`config.mk`:
```
export PLATFORM = sky130hd
export DESIGN_NAME = counter_monitor
export DESIGN_NICKNAME = d
export VERILOG_FILES = /design/src/rtl/counter_monitor.sv
export SDC_FILE = /design/constraint.sdc
export NUM_CORES = 1
export LEC_CHECK = 0
export CORE_MARGIN = 3
export CORE_UTILIZATION = 45
export CTS_CLUSTER_DIAMETER = 150
export CTS_CLUSTER_SIZE = 25
export DETAILED_ROUTE_END_ITERATION = 8
export MAX_ROUTING_LAYER = met4
export PLACE_DENSITY = 0.82
export SYNTH_ARGS = -nofsm -noshare
export SYNTH_HDL_FRONTEND = slang
export SYNTH_SLANG_ARGS = --single-unit
```
`constraint.sdc`:
```
create_clock -name clock_i -period 4.4 [get_ports clock_i]
set_input_delay 1.32 -clock clock_i [delete_from_list [all_inputs] [get_ports clock_i]]
set_output_delay 1.32 -clock clock_i [all_outputs]
set_load 0.05 [all_outputs]
```
`src/rtl/counter_monitor.sv`:
```
// Receive-side checker for a free-running up-counter: locks onto the observed
// value/enable stream and flags any step that breaks next = prev + enable.
module counter_monitor #(
  parameter int WIDTH          = 4,
  parameter int LOCK_MATCHES   = 2,
  parameter int ERR_CNT_WIDTH  = 8,
  parameter int WRAP_CNT_WIDTH = 8
) (
  input  logic                      clock_i,
  input  logic                      reset_i,
  input  logic                      enable_i,
  input  logic [WIDTH-1:0]          counter_value_i,
  input  logic                      clear_i,
  output logic                      locked_o,
  output logic [WIDTH-1:0]          expected_o,
  output logic                      error_o,
  output logic                      error_sticky_o,
  output logic [ERR_CNT_WIDTH-1:0]  error_count_o,
  output logic                      wrap_o,
  output logic [WRAP_CNT_WIDTH-1:0] wrap_count_o
);

  localparam int MC_W = (LOCK_MATCHES < 2) ? 1 : $clog2(LOCK_MATCHES + 1);

  typedef enum logic [1:0] {
    IDLE    = 2'd0,
    ACQUIRE = 2'd1,
    LOCKED  = 2'd2
  } state_t;

  state_t                    state_q;
  logic [MC_W-1:0]           match_cnt_q;
  logic [WIDTH-1:0]          prev_value_q;
  logic                      prev_en_q;
  logic [WIDTH-1:0]          expected_q;
  logic                      locked_q;
  logic                      error_q;
  logic                      error_sticky_q;
  logic [ERR_CNT_WIDTH-1:0]  error_count_q;
  logic                      wrap_q;
  logic [WRAP_CNT_WIDTH-1:0] wrap_count_q;

  logic [WIDTH-1:0]          exp_value;
  logic                      match;
  logic                      wrap_step;

  // Prediction from the previous sample, compared against the current one.
  always_comb begin
    exp_value = prev_value_q + {{(WIDTH-1){1'b0}}, prev_en_q};
    match     = (counter_value_i == exp_value);
    wrap_step = (prev_value_q == {WIDTH{1'b1}}) && prev_en_q;
  end

  always_ff @(posedge clock_i) begin
    if (reset_i || clear_i) begin
      state_q        <= IDLE;
      match_cnt_q    <= '0;
      prev_value_q   <= '0;
      prev_en_q      <= 1'b0;
      expected_q     <= '0;
      locked_q       <= 1'b0;
      error_q        <= 1'b0;
      error_sticky_q <= 1'b0;
      error_count_q  <= '0;
      wrap_q         <= 1'b0;
      wrap_count_q   <= '0;
    end else begin
      prev_value_q <= counter_value_i;
      prev_en_q    <= enable_i;
      expected_q   <= counter_value_i + {{(WIDTH-1){1'b0}}, enable_i};
      error_q      <= 1'b0;
      wrap_q       <= 1'b0;
      case (state_q)
        IDLE: begin
          state_q     <= ACQUIRE;
          match_cnt_q <= '0;
          locked_q    <= 1'b0;
        end
        ACQUIRE: begin
          // Lock once the run of consecutive matches reaches LOCK_MATCHES.
          if (match) begin
            if (match_cnt_q == MC_W'(LOCK_MATCHES - 1)) begin
              state_q     <= LOCKED;
              locked_q    <= 1'b1;
              match_cnt_q <= '0;
            end else begin
              match_cnt_q <= match_cnt_q + MC_W'(1);
            end
          end else begin
            match_cnt_q <= '0;
          end
        end
        LOCKED: begin
          if (!match) begin
            state_q        <= ACQUIRE;
            locked_q       <= 1'b0;
            match_cnt_q    <= '0;
            error_q        <= 1'b1;
            error_sticky_q <= 1'b1;
            if (error_count_q != {ERR_CNT_WIDTH{1'b1}}) begin
              error_count_q <= error_count_q + ERR_CNT_WIDTH'(1);
            end
          end else if (wrap_step) begin
            wrap_q       <= 1'b1;
            wrap_count_q <= wrap_count_q + WRAP_CNT_WIDTH'(1);
          end
        end
        default: begin
          state_q     <= IDLE;
          locked_q    <= 1'b0;
          match_cnt_q <= '0;
        end
      endcase
    end
  end

  assign locked_o       = locked_q;
  assign expected_o     = expected_q;
  assign error_o        = error_q;
  assign error_sticky_o = error_sticky_q;
  assign error_count_o  = error_count_q;
  assign wrap_o         = wrap_q;
  assign wrap_count_o   = wrap_count_q;

endmodule

```
==> metrics.txt <==
post-synth net total=169; sequential fraction of the synthesis area=43.4%; Syn Inst Count=155; Rows=20; hold crit path type=reg -> reg; PostCTS Resize Cnt=0; DP HPWL=2.30 mm; die area=4000 um^2; Post-Layout Cell Count=232; crit start category=input port; pwr/cell area=264 nW/um^2; RR Startpoint=prev_value_q[0]$_SDFF_PP0_; highest cell delay on the worst timing path=0.55 ns; Core Util, Final=60.6%; Setup Total Neg Slack=0 ns; synth cell count leaders=dfxtp_1 (32), nor2_1 (11), a21oi_1 (10), and2_1 (9), nand2_1 (8); CTS Root Buffer Type=clkbuf_4; DRC=0; Top Ports=32; largest family of logic cells by synthesized area=simple AND/OR/NAND/NOR gates; Avg Vias per Cell=5.50; Synth area leaders=dfxtp_1 (43%), ha_1 (5.1%), and2_1 (3.8%), a21oi_1 (3.4%), xnor2_1 (3.0%); period utilization=69.4%; Final Critical Period=3.05 ns; post-synthesis xor/xnor area fraction=6.79%; CP Class=in -> reg; # hold bufs at CTS=0; die width=63.3 um; hold_sp=match_cnt_q[1]$_SDFFE_PP0P_; Synth Flop Type=dfxtp_1; post-synth top area share=43.4%; Final setup viols=0; post-synthesis mux area share=0%; Syn Std Cell Area=1480 um^2; Peak VDD IR=0.201 mV; Total Power=0.492 mW; yosys warns=0; clock skew=0.0106 ns; Unique masters post-synth=47; CP arrival=3.32 ns; crit path cell chain=clkdlybuf4s50_1, xnor3_1, nand3_2, o21ai_2, or4_1, a21oi_1; hold_ws=0.466 ns; max-cap violation count=0; adder-cell share of the synthesized area=5.09%; post-synthesis compound-gate area fraction=16.0%; buffer and inverter count on the worst path=1; outcome=completed; Worst-Margin Slew=0.503 ns; antenna violations before repair=0; Avg Inst Size Synth=9.52 um^2; Die Y=63.3 um; CTS tree=yes; Pre-antenna DRT Iters=4; Core Region=3080 um^2; crit path launch=counter_value_i[2]; Synth Area in Simple Gates=25.4%; fin. max-slew vios=0; fmax=0.327 GHz; clock buffer depth=2; layout cell share with drive strength beyond 1=8.51%; clk sinks=32; gpl congestion=0.819; Post-CTS Repair Setup Buffers=0; area leader, netlist=dfxtp_1; first-pass GRT wire length=5.42 mm; routed len/inst=13.0 um; vias in the first global route=1206; largest net degree at the start of global routing=17; antenna-violating nets left=0; GRT Overall Usage=17.5%; clock-pin slew on the worst setup and hold paths=0.09 ns; # H-tree levels=2; Lkg Pwr=0.641 nW; slowest CP cell=clkdlybuf4s50_1; CP delay by family, top=simple AND/OR/NAND/NOR gates; FF+latch count, synth=32; Initial Util=47.9%; Hold Fails Final Rpt=0; cts bufs inserted=5; most frequent cell after synthesis=dfxtp_1; Post-synth EDFFs=0; IO Port Bufs=31; async set-reset flop share out of synthesis=0%; worst-skew pair later-pin latency=0.33 ns; placed instance count=225; RSZ-0062 raised after global routing=false; DR vias=1275; crit end category=flip-flop; Layout area overhead=26.5%; CP max FO=12; Iter 0 DRT Violations=66; nets=202; Slew headroom=66.4%; DRT Wirelength=3.02 mm; grt ovf=0; Worst EP required=4.66 ns; diode count=0
layout make-up:
cell class,instances,area (um^2)
clock inverters,1,5.00
inverters,5,18.8
repair buffers,32,318
multi-input cells,112,787
well taps,44,55.1
flip-flops and latches,32,641
fillers,282,1210
clock buffers,6,41.3
flip-flops by register name, summed over array words and instances, names as in the netlist:
signal and count:
error_count_o 8, wrap_count_o 8, expected_o 4, prev_value_q 4, match_cnt_q 2, state_q 2
error_o 1, error_sticky_o 1, prev_en_q 1, wrap_o 1
per-stage QoR:
step | cell area (um^2) | setup WS, ns
floorplan | 1480 | 1.74
global placement | 1820 | 1.08
detailed placement | 1820 | 0.989
CTS | 1870 | 1.34
global route | 1870 | 1.25
finish | 1870 | 1.35
cells in the final DEF (no fill, tap or decap), drive strengths merged, types with 6 or more instances in the layout:
cell type,n
nand2,8
clkbuf,6
a21oi,10
xnor2,6
and2,9
dfxtp,32
nand3,6
nor2,11
ha,6
clkdlybuf4s50,31
worst register-to-register path: stages (launching register included):
cell and delay, ns:
dfxtp_1 0.32, ha_1 0.21, ha_1 0.20, xnor3_1 0.35, nand3_2 0.16, o21ai_2 0.16, or4_1 0.53, a21oi_1 0.15
cell families after synthesis:
kind of cell    Yosys count
simple gates             63
flops                    32
fa+ha+maj                 6
compound gates           34
buf+inv                  11
xor+xnor                  9
layer usage:
layer | wire [um] | track usage [%]
met1 | 1300 | 19.6
met2 | 1470 | 29.0
met3 | 190 | 6.24
met4 | 55 | 5.66
met5 | 0 | -
power by group:
group	switching, mW	internal (mW)	total [mW]
sequential	0.00221	0.294	0.296
combinational	0.0251	0.0192	0.0443
clock	0.0933	0.0587	0.152
total	0.121	0.372	0.492
final timing paths:
| kind | to | slack [ns] | depth (start not counted) |
|---|---|---|---|
| setup / recovery | error_count_o[3]$_SDFFE_PP0P_ | 1.35 | 6 |
| hold / removal | match_cnt_q[1]$_SDFFE_PP0P_ | 0.47 | 2 |
| setup reg to reg | error_count_o[3]$_SDFFE_PP0P_ | 2.25 | 7 |
| hold reg to reg | match_cnt_q[1]$_SDFFE_PP0P_ | 0.47 | 2 |
No activity file was read; power rests on OpenSTA's default activity.
